[config.mk]
export PLATFORM = sky130hd
export DESIGN_NAME = autosym_sweep_ctrl
export DESIGN_NICKNAME = d
export VERILOG_FILES = /design/src/rtl/autosym_sweep_ctrl.sv
export SDC_FILE = /design/constraint.sdc
export NUM_CORES = 1
export LEC_CHECK = 0
export ABC_CLOCK_PERIOD_IN_PS = 2370
export CELL_PAD_IN_SITES_DETAIL_PLACEMENT = 2
export CELL_PAD_IN_SITES_GLOBAL_PLACEMENT = 2
export CORE_MARGIN = 2
export CORE_UTILIZATION = 25
export DETAILED_ROUTE_END_ITERATION = 10
export GPL_TIMING_DRIVEN = 0
export PLACE_DENSITY = 0.74
export SYNTH_ARGS = -nofsm -noshare
export SYNTH_HDL_FRONTEND = slang
export SYNTH_SLANG_ARGS = --single-unit
[constraint.sdc]
create_clock -name clk -period 2.37 [get_ports clk]
set_clock_uncertainty 0.15 [all_clocks]
set_input_delay 0.5925 -clock clk [delete_from_list [all_inputs] [get_ports clk]]
set_output_delay 0.5925 -clock clk [all_outputs]
set_load 0.005 [all_outputs]
[src/rtl/autosym_sweep_ctrl.sv]
`default_nettype none
// ============================================================================
// Module      : autosym_sweep_ctrl
// Description : Sweeps all 2^N inputs of a shared netlist, comparing f(x) with
//               f(x ^ alpha). It reports mismatch and on-set counts.
//               Optional macro AUTOSYM_EARLY_ABORT_EN ends the sweep at the
//               first mismatch.
// Revision    : 1.0 - initial release
// ============================================================================
module autosym_sweep_ctrl #(
    parameter int N        = 8,
    parameter int EVAL_LAT = 1
) (
    input  logic         clk,
    input  logic         rst,
    input  logic         start,
    input  logic [N-1:0] alpha,
    output logic [N-1:0] x_out,
    input  logic         y_in,
    output logic         busy,
    output logic         done,
    output logic         is_sym,
    output logic [N:0]   mismatch_cnt,
    output logic [N:0]   onset_cnt
);

    localparam int            WW          = (EVAL_LAT > 1) ? $clog2(EVAL_LAT) : 1;
    localparam logic [WW-1:0] c_WAIT_LAST = WW'(EVAL_LAT - 1);
    localparam logic [WW-1:0] c_WAIT_ONE  = WW'(1);
    localparam logic [N:0]    c_CNT_ONE   = (N+1)'(1);
    localparam logic [N-1:0]  c_IDX_ONE   = N'(1);

    typedef enum logic [2:0] {
        S_IDLE   = 3'd0,
        S_DRV_A  = 3'd1,
        S_WAIT_A = 3'd2,
        S_DRV_B  = 3'd3,
        S_WAIT_B = 3'd4,
        S_FIN    = 3'd5
    } state_t;

    state_t        state_q;
    logic [N-1:0]  idx_q;
    logic [N-1:0]  alpha_q;
    logic [N-1:0]  x_q;
    logic [WW-1:0] wait_q;
    logic          ya_q;
    logic          armed_q;
    logic          busy_q;
    logic          done_q;
    logic          sym_q;
    logic [N:0]    mis_q;
    logic [N:0]    on_q;

    // armed_q masks start on the first edge after reset release.
    always_ff @(posedge clk or posedge rst) begin
        if (rst) begin
            state_q <= S_IDLE;
            idx_q   <= '0;
            alpha_q <= '0;
            x_q     <= '0;
            wait_q  <= '0;
            ya_q    <= 1'b0;
            armed_q <= 1'b0;
            busy_q  <= 1'b0;
            done_q  <= 1'b0;
            sym_q   <= 1'b0;
            mis_q   <= '0;
            on_q    <= '0;
        end else begin
            armed_q <= 1'b1;
            case (state_q)
                S_IDLE: begin
                    done_q <= 1'b0;
                    if (start && armed_q) begin
                        alpha_q <= alpha;
                        idx_q   <= '0;
                        mis_q   <= '0;
                        on_q    <= '0;
                        sym_q   <= 1'b0;
                        busy_q  <= 1'b1;
                        wait_q  <= '0;
                        state_q <= S_DRV_A;
                    end
                end
                S_DRV_A: begin
                    x_q     <= idx_q;
                    wait_q  <= '0;
                    state_q <= S_WAIT_A;
                end
                S_WAIT_A: begin
                    if (wait_q == c_WAIT_LAST) begin
                        ya_q    <= y_in;
                        on_q    <= on_q + {{N{1'b0}}, y_in};
                        state_q <= S_DRV_B;
                    end else begin
                        wait_q <= wait_q + c_WAIT_ONE;
                    end
                end
                S_DRV_B: begin
                    x_q     <= idx_q ^ alpha_q;
                    wait_q  <= '0;
                    state_q <= S_WAIT_B;
                end
                S_WAIT_B: begin
                    if (wait_q == c_WAIT_LAST) begin
`ifdef AUTOSYM_EARLY_ABORT_EN
                        if (y_in != ya_q) begin
                            mis_q   <= mis_q + c_CNT_ONE;
                            state_q <= S_FIN;
                        end else if (&idx_q) begin
                            state_q <= S_FIN;
                        end else begin
                            idx_q   <= idx_q + c_IDX_ONE;
                            state_q <= S_DRV_A;
                        end
`else
                        if (y_in != ya_q) begin
                            mis_q <= mis_q + c_CNT_ONE;
                        end
                        if (&idx_q) begin
                            state_q <= S_FIN;
                        end else begin
                            idx_q   <= idx_q + c_IDX_ONE;
                            state_q <= S_DRV_A;
                        end
`endif
                    end else begin
                        wait_q <= wait_q + c_WAIT_ONE;
                    end
                end
                S_FIN: begin
                    done_q  <= 1'b1;
                    busy_q  <= 1'b0;
                    sym_q   <= (mis_q == '0);
                    state_q <= S_IDLE;
                end
                default: begin
                    state_q <= S_IDLE;
                end
            endcase
        end
    end

    assign x_out        = x_q;
    assign busy         = busy_q;
    assign done         = done_q;
    assign is_sym       = sym_q;
    assign mismatch_cnt = mis_q;
    assign onset_cnt    = on_q;

endmodule
`default_nettype wire

==> impl_metrics.json, run 1 <==
{
  "route.antenna.remaining_nets": 0,
  "period_share_pct": 88.88,
  "end_kind": "flip-flop",
  "max_freq_ghz": 0.4747,
  "async_reset_ff_share_pct": 100.0,
  "post_cts_buffers": 0,
  "first_global_vias": 2323,
  "netlist_area_um2": 2450,
  "synth-edff-count": 0,
  "final_nets": 335,
  "cell_internal_pwr_mw": 1.799,
  "dp_cells": 444,
  "reg2reg_depth": 6,
  "setup_viol": 0,
  "route.detailed.drc": 0,
  "ys_seq_elements": 50,
  "maxSlewViolCount": 0,
  "status": "completed",
  "cts_hold_buffers": 0,
  "p_seq_share_pct": 43.4,
  "cts_tree": "done",
  "grt.total_usage_pct": 13.85,
  "drt_iter0_drc": 46,
  "dpl_cell_area_um2": 3037,
  "overflow": 0,
  "cts-root-buf": "clkbuf_8",
  "yosysTopAreaCell": "dfrtp_1",
  "arrival_ps": 2130,
  "clk_latency_ps": 310,
  "grt_max_degree": 28,
  "mappedNetlistNets": 287,
  "utilization_pct": 32.33,
  "final_area_um2": 3117,
  "cts_buffer_depth": 2,
  "ios": 41,
  "p_sw_mw": 1.109,
  "wl_per_cell_um": 15.08,
  "synth.most_common_cell": "nand2_1",
  "synth_top_cells_by_area": "dfrtp_1 51%, nand2_1 11%, o21ai_0 5.9%, xor2_1 3.2%, nand3_1 2.9%",
  "path_clk_slew_ps": 90,
  "yosysTopAreaCellShare_pct": 51.07,
  "switching_share_pct": 38.14,
  "numPortBuffers": 40,
  "synthTopCellsByCount": "72 x nand2_1, 50 x dfrtp_1, 29 x o21ai_0, 14 x nand3_1, 10 x nor2_1",
  "die_h_um": 103.0,
  "start_util_pct": 25.42,
  "antennaDiodeCount": 0,
  "hold_ws_ps": 328.1,
  "crit_required_ps": 2400,
  "syn_avg_cell_area_um2": 9.074,
  "die_x_um": 103.0,
  "syn_inst": 270,
  "place_hpwl_um": 4966,
  "core_um2": 9639,
  "yosysUniqueCellTypes": 43,
  "final-instance-count-excl-fill": 451,
  "ys_seq_area_share_pct": 51.07,
  "combPwrFrac_pct": 39.4,
  "ctsResizeCount": 0,
  "worstHoldPathType": "flip-flop to flip-flop",
  "drive_above_1_share_pct": 5.660,
  "firstDrtPassIters": 4,
  "setup_tns_ps": 0,
  "synth_top_flop_cell": "dfrtp_1",
  "vdd_drop_max_mv": 0.3137,
  "yosysWarnings": 0,
  "htreeDepth": 2,
  "drt_wl_total_um": 6801,
  "maxCapViolCount": 0,
  "finalHoldViolCount": 0,
  "leakage_nw": 1.364,
  "worst_pin_slew_ps": 776.2,
  "rsz0062_at_grt": "no",
  "period_needed_ps": 2106,
  "pwr-share-clk_pct": 17.2,
  "dieArea_um2": 10610,
  "rows": 36,
  "hold_depth": 1,
  "gp_congestion": 0.7453,
  "vias": 2125,
  "power_density_nw_per_um2": 933.0,
  "worstPathMaxFanout": 9,
  "cts_made_buffers": 5,
  "vias_per_cell": 4.712,
  "slew_headroom_pct": 48.14,
  "start_kind": "flip-flop",
  "cts_sinks": 50,
  "grt_antenna_before_repair": 0,
  "grt_pass1_wl_um": 11480,
  "critPathKind": "flip-flop to flip-flop",
  "area_growth_pct": 27.22
}
==> flip-flops by register name, summed over array words and instances (netlist names) <==
signal / count
alpha_q: 8
armed_q: 1
busy: 1
done: 1
idx_q: 8
is_sym: 1
mismatch_cnt: 9
onset_cnt: 9
state_q: 3
x_out: 8
ya_q: 1
==> final timing paths <==
| kind | startpoint | endpoint | slack [ps] |
|---|---|---|---|
| worst max-delay path | idx_q[0]$_DFFE_PP0P_ | idx_q[3]$_DFFE_PP0P_ | 260 |
| worst min-delay path | onset_cnt[8]$_DFFE_PP0P_ | onset_cnt[8]$_DFFE_PP0P_ | 330 |
| worst max register to register | idx_q[0]$_DFFE_PP0P_ | idx_q[3]$_DFFE_PP0P_ | 260 |
| worst min register to register | onset_cnt[8]$_DFFE_PP0P_ | onset_cnt[8]$_DFFE_PP0P_ | 330 |
| max in group asynchronous | rst | state_q[0]$_DFFE_PP0P_ | 1030 |
| min in group asynchronous | rst | alpha_q[3]$_DFFE_PP0P_ | 490 |
==> cells in the final DEF (no fill, tap or decap), types with 2 or more instances in the layout <==
cell and instances:
nand2_1 72, dfrtp_1 50, clkdlybuf4s50_1 40, o21ai_0 29
nand3_1 14, nor2_1 10, xor2_1 9, clkbuf_1 7
inv_1 6, a21oi_1 6, o31ai_1 5, ha_1 5
clkbuf_8 5, xnor2_1 4, nand4_1 4, mux2i_1 4
and3_1 4, and4_1 3, or3_1 3, and2_1 3
a21o_1 3, buf_2 2, nor3b_1 2, mux2_2 2
nand2b_1 2, nor3_1 2
==> through the flow <==
step           worst slack, ps  total power, mW
4_1_cts                  217.2            2.980
3_5_place_dp            -117.6            2.454
6_report                 263.5            2.908
3_3_place_gp            -727.6            2.393
5_1_grt                  46.13            3.187
2_1_floorplan            426.3            1.920
==> power by group through the flow <==
stage | logic (mW) | registers (mW) | clock network [mW]
after detailed placement | 1.17 | 1.29 | 0
after global routing | 1.33 | 1.30 | 0.556
after CTS | 1.18 | 1.27 | 0.527
after floorplan | 0.676 | 1.24 | 0
final | 1.15 | 1.26 | 0.499
after global placement | 1.12 | 1.27 | 0
==> layout make-up <==
cell class / count / area, um2
fill: 1115 / 6523
sequential: 50 / 1251
multi-input combinational: 201 / 1112
timing repair buffer: 41 / 420.4
tap: 133 / 166.4
clock buffer: 6 / 72.57
buffer: 12 / 60.06
inverter: 7 / 26.28
clock inverter: 1 / 7.507
==> critical path: stages (launching register included) <==
cell and delay (ps):
dfrtp_1 450, ha_1 300, and4_1 260, and4_1 190, clkbuf_1 210, o31ai_1 310, o31ai_1 110
==> layer usage <==
| layer | GRT usage (%) | up-vias | wire, um |
|---|---|---|---|
| met5 | 0 | - | 0 |
| met4 | 3.340 | 0 | 76 |
| met3 | 2.305 | 6 | 152 |
| met2 | 25.12 | 27 | 3453 |
| met1 | 17.09 | 1084 | 3118 |
| li1 | - | 1008 | - |
==> cells by family after synthesis <==
logic type	after synthesis	synth area share (%)
buffers and inverters	19	3.524
DFF	50	51.07
and+or+nand+nor	127	24.06
AOI/OAI and AO/OA	49	11.44
adders and majority gates	5	2.554
other	1	0.1531
xor gates and xnor gates	13	4.648
muxes	6	2.554
(Power assumes the default switching activity.)
==> run 2, diff against run 1 <==
GPL_ROUTABILITY_DRIVEN = 1   (was unset)
==> results of run 2 <==
Final layout, timing and power as in run 1 (identical DEF).
==> run 3, diff against run 2 <==
ABC_CLOCK_PERIOD_IN_PS = 2200   (was 2370)
CTS_CLUSTER_SIZE = 24   (was unset)
clock period = 2.2 ns   (was 2.37 ns; I/O delays follow)
==> impl_metrics.json, run 3 (synthesized netlist as in run 1, its figures left out) <==
{
  "worstPathMaxFanout": 8,
  "reg2reg_depth": 6,
  "pre_cts_ws_ps": -245.1,
  "dpl_cell_area_um2": 3037,
  "path_clk_slew_ps": 100,
  "cts_sinks": 50,
  "vias": 2141,
  "wl_per_cell_um": 15.16,
  "setup_viol": 0,
  "antennaDiodeCount": 0,
  "cts_hold_buffers": 0,
  "drt_iter0_drc": 58,
  "first_global_vias": 2323,
  "area_growth_pct": 27.68,
  "crit_required_ps": 1500,
  "period_needed_ps": 2057,
  "leakage_nw": 1.375,
  "worst_pin_slew_ps": 776.2,
  "die_x_um": 103.0,
  "final_nets": 335,
  "holdPathEnd": "onset_cnt[8]$_DFFE_PP0P_",
  "arrival_ps": 1360,
  "die_h_um": 103.0,
  "overflow": 0,
  "r2r-start": "state_q[0]$_DFFE_PP0P_",
  "hold_ws_ps": 328.1,
  "grt.total_usage_pct": 13.85,
  "core_um2": 9639,
  "maxSlewViolCount": 0,
  "ios": 41,
  "dieArea_um2": 10610,
  "cts_tree": "done",
  "layout_commonest_cell": "nand2_1",
  "drive_above_1_share_pct": 6.918,
  "grt_max_degree": 28,
  "period_share_pct": 93.51,
  "place_hpwl_um": 4966,
  "drt_wl_total_um": 6839,
  "finalHoldViolCount": 0,
  "cp_slowest_cell": "clkdlybuf4s50_1",
  "grt_antenna_before_repair": 0,
  "cp.depth": 1,
  "vdd_drop_max_mv": 0.3533,
  "final_area_um2": 3128,
  "start_kind": "flip-flop",
  "cts_buffer_depth": 2,
  "critPathTopFamily": "buffers and inverters",
  "slew_headroom_pct": 48.14,
  "fin_ws_ps": 142.7,
  "route.antenna.remaining_nets": 0,
  "htreeDepth": 2,
  "setup_tns_ps": 0,
  "worstHoldPathType": "flip-flop to flip-flop",
  "vias_per_cell": 4.747,
  "utilization_pct": 32.45,
  "n_fill_cell": 1122,
  "cpPeakStageDelay_ps": 560,
  "clk_latency_ps": 310,
  "rsz0062_at_grt": "no",
  "cts_made_buffers": 5,
  "critPathKind": "flip-flop to output pin",
  "r2r-end": "onset_cnt[3]$_DFFE_PP0P_",
  "cts-root-buf": "clkbuf_8",
  "cp_cell_sequence": "clkdlybuf4s50_1",
  "status": "completed",
  "start_util_pct": 25.42,
  "dp_cells": 444,
  "power_density_nw_per_um2": 1006,
  "maxCapViolCount": 0,
  "route.detailed.drc": 0,
  "gp_congestion": 0.7453,
  "min_from": "onset_cnt[8]$_DFFE_PP0P_",
  "grt_pass1_wl_um": 11480,
  "firstDrtPassIters": 4,
  "crit_buf_inv": 1,
  "rows": 36,
  "layout_common_cells": "72 x nand2_1, 50 x dfrtp_1, 40 x clkdlybuf4s50_1",
  "end_kind": "output pin",
  "reg2reg_setup_slack_ps": 190,
  "power_mw": 3.148,
  "final-instance-count-excl-fill": 451,
  "hold_depth": 1,
  "numPortBuffers": 40,
  "max_freq_ghz": 0.4861
}
-- run 3: cell count changes in the layout (fill, tap and decap cells not counted), sizes merged --
cell    delta
buf        +1
clkbuf     -1
-- run 3: what timing repair did --
item	CTS	global route
setup buffers	0	1
gates resized for setup	0	5
setup endpoints to repair	0	22
-- run 3: worst max path at each step --
stage / slack [ps] / endpoint / start
2_1_floorplan: 300 / alpha_q[0]$_DFFE_PP0P_ / rst
4_1_cts: 60 / alpha_q[0]$_DFFE_PP0P_ / state_q[0]$_DFFE_PP0P_
5_1_grt: 40 / onset_cnt[4]$_DFFE_PP0P_ / y_in
6_report: 140 / mismatch_cnt[4] / mismatch_cnt[4]$_DFFE_PP0P_
3_5_place_dp: -250 / mismatch_cnt[3]$_DFFE_PP0P_ / y_in
3_3_place_gp: -860 / mismatch_cnt[8]$_DFFE_PP0P_ / rst
-- run 3: layer usage --
layer  GRT usage [%]  share of wire [%]  routed length (um)  vias up
met5               0                  0                   0        -
met4           3.340                1.0                  71        0
met3           2.305                2.2                 153        8
met2           25.12                 52                3524       28
met1           17.09                 45                3088     1096
li1                -                  -                   -     1009
-- run 3: area by class of cell --
type / count / area, um2 / share of cell area [%]
multi-input cells: 201 / 1117 / 35.72
clock buffers: 6 / 72.57 / 2.320
plain buffers: 11 / 58.81 / 1.880
well taps: 133 / 166.4 / 5.320
flip-flops and latches: 50 / 1251 / 40.00
inverters: 7 / 26.28 / 0.8400
clock inverters: 1 / 7.507 / 0.2400
repair buffers: 42 / 427.9 / 13.68
-- run 3: where the power goes --
part           leakage, nW  total [mW]  internal [mW]  switching, mW
logic                0.674        1.25          0.564          0.688
clock network       0.0373       0.536          0.219          0.317
registers            0.664        1.36           1.17          0.194
total                 1.38        3.15           1.95           1.20
